## src/rtl/control_sequencer.sv

```systemverilog
//==============================================================================
// Module      : control_sequencer
// Description : Microstep sequencer and control decoder for the 4-bit bus CPU.
//               Fetch at T0-T1, execute at T2-T4. Strobes are decoded
//               combinationally from the current step, opcode and flags.
//               Optional macro SEQ_EARLY_END_EN: return to T0 right after the
//               last active execute step instead of always using five steps.
// Revision    : 1.0 - initial release
//==============================================================================
`default_nettype none

module control_sequencer #(
  parameter int OPCODE_W = 4,
  parameter int STEPS    = 5
) (
  input  logic                clk,
  input  logic                reset,
  input  logic                run,
  input  logic [OPCODE_W-1:0] opcode,
  input  logic                flag_carry,
  input  logic                flag_zero,
  output logic                pc_ce,
  output logic                pc_oe,
  output logic                pc_ie,
  output logic                mar_ie,
  output logic                ram_oe,
  output logic                ram_ie,
  output logic                ir_ie,
  output logic                ir_oe,
  output logic                a_ie,
  output logic                a_oe,
  output logic                b_ie,
  output logic                alu_oe,
  output logic                alu_sub,
  output logic                flags_ie,
  output logic                out_ie,
  output logic                halted,
  output logic [2:0]          step
);

  typedef enum logic [2:0] {
    T0 = 3'd0,
    T1 = 3'd1,
    T2 = 3'd2,
    T3 = 3'd3,
    T4 = 3'd4
  } step_t;

  localparam logic [OPCODE_W-1:0] c_OP_LDA = OPCODE_W'(4'h1);
  localparam logic [OPCODE_W-1:0] c_OP_ADD = OPCODE_W'(4'h2);
  localparam logic [OPCODE_W-1:0] c_OP_SUB = OPCODE_W'(4'h3);
  localparam logic [OPCODE_W-1:0] c_OP_STA = OPCODE_W'(4'h4);
  localparam logic [OPCODE_W-1:0] c_OP_LDI = OPCODE_W'(4'h5);
  localparam logic [OPCODE_W-1:0] c_OP_JMP = OPCODE_W'(4'h6);
  localparam logic [OPCODE_W-1:0] c_OP_JC  = OPCODE_W'(4'h7);
  localparam logic [OPCODE_W-1:0] c_OP_JZ  = OPCODE_W'(4'h8);
  localparam logic [OPCODE_W-1:0] c_OP_OUT = OPCODE_W'(4'hE);
  localparam logic [OPCODE_W-1:0] c_OP_HLT = OPCODE_W'(4'hF);
  localparam logic [2:0]          c_LAST_STEP = 3'(STEPS - 1);

  step_t r_step;
  step_t w_step_next;
  logic  r_halted;
  logic  w_halted_next;
  logic  w_active;
  step_t w_last;

  assign step   = r_step;
  assign halted = r_halted;

  // Final execute step of the current instruction; opcode is only meaningful
  // from T2 onward, and every value here is at least T2, so fetch is unaffected.
  always_comb begin
`ifdef SEQ_EARLY_END_EN
    case (opcode)
      c_OP_LDA, c_OP_STA: w_last = T3;
      c_OP_ADD, c_OP_SUB: w_last = T4;
      c_OP_HLT:           w_last = T4;
      default:            w_last = T2;
    endcase
`else
    w_last = step_t'(c_LAST_STEP);
`endif
  end

  // Next step / halt: advance while running, freeze at T2 when HLT executes.
  always_comb begin
    w_step_next   = r_step;
    w_halted_next = r_halted;
    if (run && !r_halted) begin
      if (r_step == T2 && opcode == c_OP_HLT) begin
        w_halted_next = 1'b1;
      end else if (r_step == w_last) begin
        w_step_next = T0;
      end else begin
        w_step_next = step_t'(r_step + 3'd1);
      end
    end
  end

  // State register; reset dominates run and halt and abandons any instruction.
  always_ff @(posedge clk) begin
    if (reset) begin
      r_step   <= T0;
      r_halted <= 1'b0;
    end else begin
      r_step   <= w_step_next;
      r_halted <= w_halted_next;
    end
  end

  // Microcode decode; every strobe is held low unless actively running.
  always_comb begin
    w_active = !reset && run && !r_halted;
    pc_ce    = 1'b0;
    pc_oe    = 1'b0;
    pc_ie    = 1'b0;
    mar_ie   = 1'b0;
    ram_oe   = 1'b0;
    ram_ie   = 1'b0;
    ir_ie    = 1'b0;
    ir_oe    = 1'b0;
    a_ie     = 1'b0;
    a_oe     = 1'b0;
    b_ie     = 1'b0;
    alu_oe   = 1'b0;
    alu_sub  = 1'b0;
    flags_ie = 1'b0;
    out_ie   = 1'b0;
    if (w_active) begin
      case (r_step)
        T0: begin
          pc_oe  = 1'b1;
          mar_ie = 1'b1;
        end
        T1: begin
          ram_oe = 1'b1;
          ir_ie  = 1'b1;
          pc_ce  = 1'b1;
        end
        T2: begin
          case (opcode)
            c_OP_LDA, c_OP_ADD, c_OP_SUB, c_OP_STA: begin
              ir_oe  = 1'b1;
              mar_ie = 1'b1;
            end
            c_OP_LDI: begin
              ir_oe = 1'b1;
              a_ie  = 1'b1;
            end
            c_OP_JMP: begin
              ir_oe = 1'b1;
              pc_ie = 1'b1;
            end
            c_OP_JC: begin
              ir_oe = flag_carry;
              pc_ie = flag_carry;
            end
            c_OP_JZ: begin
              ir_oe = flag_zero;
              pc_ie = flag_zero;
            end
            c_OP_OUT: begin
              a_oe   = 1'b1;
              out_ie = 1'b1;
            end
            default: ;
          endcase
        end
        T3: begin
          case (opcode)
            c_OP_LDA: begin
              ram_oe = 1'b1;
              a_ie   = 1'b1;
            end
            c_OP_ADD, c_OP_SUB: begin
              ram_oe = 1'b1;
              b_ie   = 1'b1;
            end
            c_OP_STA: begin
              a_oe   = 1'b1;
              ram_ie = 1'b1;
            end
            default: ;
          endcase
        end
        T4: begin
          if (opcode == c_OP_ADD || opcode == c_OP_SUB) begin
            alu_oe   = 1'b1;
            a_ie     = 1'b1;
            flags_ie = 1'b1;
            alu_sub  = (opcode == c_OP_SUB);
          end
        end
        default: ;
      endcase
    end
  end

endmodule

`default_nettype wire

```

## config.mk

```make
export PLATFORM = sky130hd
export DESIGN_NAME = control_sequencer
export DESIGN_NICKNAME = d
export VERILOG_FILES = /design/src/rtl/control_sequencer.sv
export SDC_FILE = /design/constraint.sdc
export NUM_CORES = 1
export LEC_CHECK = 0
export CORE_ASPECT_RATIO = 0.9
export CORE_MARGIN = 3
export CORE_UTILIZATION = 35
export CTS_CLUSTER_DIAMETER = 40
export CTS_CLUSTER_SIZE = 20
export DETAILED_ROUTE_END_ITERATION = 8
export PLACE_DENSITY = 0.7
export REMOVE_ABC_BUFFERS = 1
export SLEW_MARGIN = 20
export SYNTH_ARGS = -nofsm -noshare
export SYNTH_HDL_FRONTEND = slang
export SYNTH_SLANG_ARGS = --single-unit
```

## constraint.sdc

```tcl
create_clock -name clk -period 1.6 [get_ports clk]
set_clock_uncertainty 0.15 [all_clocks]
set_input_delay 0.16 -clock clk [delete_from_list [all_inputs] [get_ports clk]]
set_output_delay 0.16 -clock clk [all_outputs]
set_load 0.005 [all_outputs]
```

**Word-level counts from Yosys, hierarchy flattened**

Index checks and enable logic that the tools add are counted.
Widths: inputs -> output; s select.

- Bits in registers: 4
- Bits in latches: 0
- Memory bits (writable): 0
- Memory bits (read-only): 0
- Bits of input ports: 9
- Output and inout port bits: 19
- Word-level logic and storage cells: 70
- Memories: 0

- Add/subtract/negate cells: 1
- Multipliers: 0
- Div/mod/pow operators: 0
- $lt $le $gt $ge: 0
- Eq/ne operators: 14
- Shift operators: 0
- Mux-type cells: 38
- Bitwise operators: 1
- Reduce and logical (&&, ||, !) cells: 14

Operators by type and width:

| cell | number |
|---|---|
| $mux 1 | 31 |
| $eq 4x3->1 const B | 4 |
| $eq 4x4->1 const B | 3 |
| $pmux 1 s3 | 3 |
| $eq 4x2->1 const B | 2 |
| $eq 3x2->1 const B | 2 |
| $pmux 1 s2 | 3 |
| $reduce_or 6->1 | 1 |
| $eq 4x1->1 const B | 1 |
| $logic_and 1x1->1 | 4 |
| $reduce_and 2->1 | 2 |
| $reduce_or 4->1 | 1 |
| $add 3x1->3 const B | 1 |
| $eq 3x1->1 const B | 1 |
| $eq 3x3->1 const B | 1 |
| $logic_not 3->1 | 1 |
| $mux 3 | 1 |
| $reduce_or 3->1 | 1 |
| $logic_not 1->1 | 2 |
| $reduce_or 2->1 | 1 |
| $logic_or 1x1->1 | 1 |
| $not 1->1 | 1 |

**Logic depth before layout (Yosys ltp)**

- Depth after elaboration: 5
- Mapped depth: 5
- Gate-level depth less buffers: 5

**Worst setup path after synthesis**

Ideal clock, no wire load.

- Path type: flip-flop to output port
- From: register r_step[0] (netlist: step[0])
- To: output a_ie
- Data arrival time: 1339 ps
- Required time: 1290 ps
- Setup slack: -49 ps
- Cell stages (with the launch flop): 6
- Buffers on the path: 0
- Path through: dfxtp_1 > ha_1 > ha_1 > and2b_1 > o211ai_1 > a2111oi_2

- Longest elaborated chain between the ends: 3
- Elaborated cells between the ends (all ways): 5
- Classes of those cells: eq/ne (3); mux (2)

Ends and longest elaborated chain:

| item | RTL line | RTL |
|---|---|---|
| start, declared | 61 | `step_t r_step;` |
| start signal, assigned | 107 | `r_step <= w_step_next;` |
| $eq 3x3->1 or $eq 3x2->1 (tied branches) | 131 | `case (r_step)` |
| $pmux 1 s3 (*) | 131 |  |
| $mux 1 (*) | 130 | `if (w_active) begin` |
| end, declared | 30 | `output logic a_ie,` |

Mark *: on every way between the ends. The rest lies on a longest branch, timed or not.

**Final worst setup path**

Ends and elaborated chain as after synthesis.

==> flow_metrics.tcl <==
set metrics [dict create \
    cts_buffers 3 \
    vias 907 \
    start_util 0.3961 \
    fin_crit_ns 1.974 \
    dr.pass1.iters 4 \
    clock-root-buffer "clkbuf_4" \
    final_cells 162 \
    status "complete, but fails checks" \
    drtAntennaViolNets 0 \
    grt_overflow 0 \
    die-area_um2 2266 \
    clk_path_buf_depth 2 \
    switching_share 0.3435 \
    worstPathCellList "inv_4 -> buf_6 -> ha_4 -> and3b_1 -> o211ai_1 -> a2111oi_2 -> buf_2" \
    grt_usage 0.2410 \
    wire_per_inst_um 17.99 \
    pre_cts_slack_ns -0.7111 \
    p_per_area_nw_per_um2 407.9 \
    async_flop_share 0 \
    layout-drive-gt1-share 0.6429 \
    yosysTopAreaCell "dfxtp_1" \
    synth_commonest_cells "7 x inv_1, 7 x nand2_1, 7 x nor2_1" \
    place_inst 150 \
    path_clk_slew_ns 0.04 \
    first_iter_violations 21 \
    max_freq_ghz 0.5066 \
    holdBufCountCts 0 \
    clk_latency_ns 0.23 \
    seqPwrFrac 0.218 \
    cp.required_ns 1.29 \
    synth.distinct_cells 34 \
    yosys_warnings 0 \
    routed_via_density 5.599 \
    synth_edf_count 0 \
    yosys-top-cells-area "dfxtp_1 13%, ha_1 10%, buf_6 5.6%" \
    die_w_um 49.85 \
    fin_tns_setup_ns -1.915 \
    grt_pass1_wl_um 4126 \
    synth_area_um2 605.6 \
    final-setup-viol-count 12 \
    globalplace.congestion 0.8097 \
    slew_headroom 0.7896 \
    cts.htree.levels 1 \
    hpwlAfterDp_um 1596 \
    fin_ws_ns -0.3741 \
    fin_worst_hold_slack_ns 0.3648 \
    ioPinCount 28 \
    fillers 95 \
    ys_ff_latch 4 \
    p_sw_w 0.0001815 \
    cts_tree "built" \
    synth_flop_cell "dfxtp_1" \
    post-route-util 0.8470 \
    diodes 0 \
    ir_worst_vdd_mv 0.3195 \
    syn_avg_cell_area_um2 7.865 \
    endpoint_kind "output pin" \
    crit_path_start_kind "register" \
    clkPwrFrac 0.229 \
    antenna_found_initial 0 \
    cpMaxStageDelayCell "dfxtp_4" \
    netlist_instances 77 \
    area_growth_pct 113.8 \
    worstSetupPathType "register to output pin" \
    netlist.area_leader.share 0.1322 \
    rows 13 \
    crit_buf_inv 3 \
    rsz0062_at_grt "yes" \
    comb_power_share 0.552 \
    min_path_type "input pin to register" \
    clock_sinks 4 \
    crit_family "compound AO/OA/AOI/OAI gates" \
    leakagePower_nw 0.5805 \
    nNetsFinal 156 \
    final.period_utilization 1.234 \
    worst_pin_slew_ns 0.3131 \
    drt_wl_total_um 2915 \
    drv_slew 0 \
    portBuffers 27 \
    max_stage_delay_ns 0.36 \
    chipHeight_um 45.46 \
    seq_area_frac_synth 0.1322 \
    max-cap-violations 0 \
    crit_fanout 4 \
    drc 0 \
    hold_violations 0 \
    violations "setup timing" \
    core_area_um2 1529 \
    cp_data_arrival_time_ns 1.66 \
    grt_pass1_vias 883 \
    power.internal_w 0.0003468 \
    grt_max_degree 9 \
]
-- layout by cell type, fill, tap and decap left out, drive strengths merged, types with 3 or more instances in the layout --
master	netlist	layout
nand2	8	8
clkbuf	0	3
dfxtp	4	4
dlygate4sd2	0	6
ha	5	5
buf	5	53
inv	7	7
nor3	4	4
nand4b	3	3
a21oi	3	3
nor2	9	9
clkdlybuf4s50	0	6
-- timing repair --
action	4_1_cts	5_1_grt
resized for setup	104	15
hold endpoints to repair	0	0
endpoints found under the setup margin	17	18
pin swaps	13	4
cloned	0	0
setup buffers	5	5
-- power groups by stage --
| stage | clock network [W] | registers, W | logic [W] |
|---|---|---|---|
| 2_1_floorplan | 0 | 0.000113 | 0.0000695 |
| 3_3_place_gp | 0 | 0.000112 | 0.000197 |
| 3_5_place_dp | 0 | 0.000112 | 0.000201 |
| 4_1_cts | 0.000123 | 0.000114 | 0.000241 |
| 5_1_grt | 0.000129 | 0.000116 | 0.000307 |
| 6_report | 0.000121 | 0.000115 | 0.000292 |
-- worst register-to-register path, stage by stage, from the launching register on --
cell and delay, ns:
dfxtp_4 0.36, inv_4 0.06, buf_6 0.09, ha_4 0.14, nand4b_1 0.20, o21a_2 0.29, o31ai_2 0.21
-- cell type report --
| type | count | area, µm² | area share |
|---|---|---|---|
| clock buffers | 3 | 22.52 | 0.01739 |
| inverters | 7 | 33.78 | 0.02609 |
| multi-input cells | 61 | 613.1 | 0.4734 |
| flip-flops and latches | 4 | 88.84 | 0.06860 |
| well taps | 22 | 27.53 | 0.02126 |
| repair buffers | 65 | 509.2 | 0.3932 |
-- layer usage --
metal  wire [µm]  track usage  part of all wire  vias up
met5           0            0                 0        -
met4         120       0.1381             0.041        0
met3         133      0.04590             0.046       12
met2        1559       0.4828              0.53       44
met1        1101       0.2344              0.38      441
li1            -            -                 -      410
-- path summary, 6_finish.rpt --
path / startpoint / endpoint / slack (ns) / cells after the start
setup reg to reg: step[0]$_SDFFE_PP0P_ / step[0]$_SDFFE_PP0P_ / -0.01 / 6
hold / removal: run / halted$_SDFFE_PP0P_ / 0.36 / 4
setup / recovery: step[0]$_SDFFE_PP0P_ / a_ie / -0.37 / 7
hold reg to reg: halted$_SDFFE_PP0P_ / halted$_SDFFE_PP0P_ / 0.51 / 2
-- per-stage QoR --
step | instance area (µm²) | total power [W]
2_1_floorplan | 556.8 | 0.0001825
3_3_place_gp | 1072 | 0.0003087
3_5_place_dp | 1072 | 0.0003130
4_1_cts | 1196 | 0.0004784
5_1_grt | 1295 | 0.0005524
6_report | 1295 | 0.0005283
-- registers in the layout, indices dropped and copies added (netlist names) --
register and flops:
halted 1, step 3
-- logic make-up (layout without fill, tap and decap cells) --
kind of cell,count (synthesis),count (layout),share of synthesized area
fa+ha+maj,5,5,0.1033
simple gates,37,37,0.3823
compound gates,18,18,0.2438
xor+xnor,1,1,0.01447
buf+inv,12,75,0.1240
flops,4,4,0.1322
Note: power is estimated with default switching activity, not from simulation.
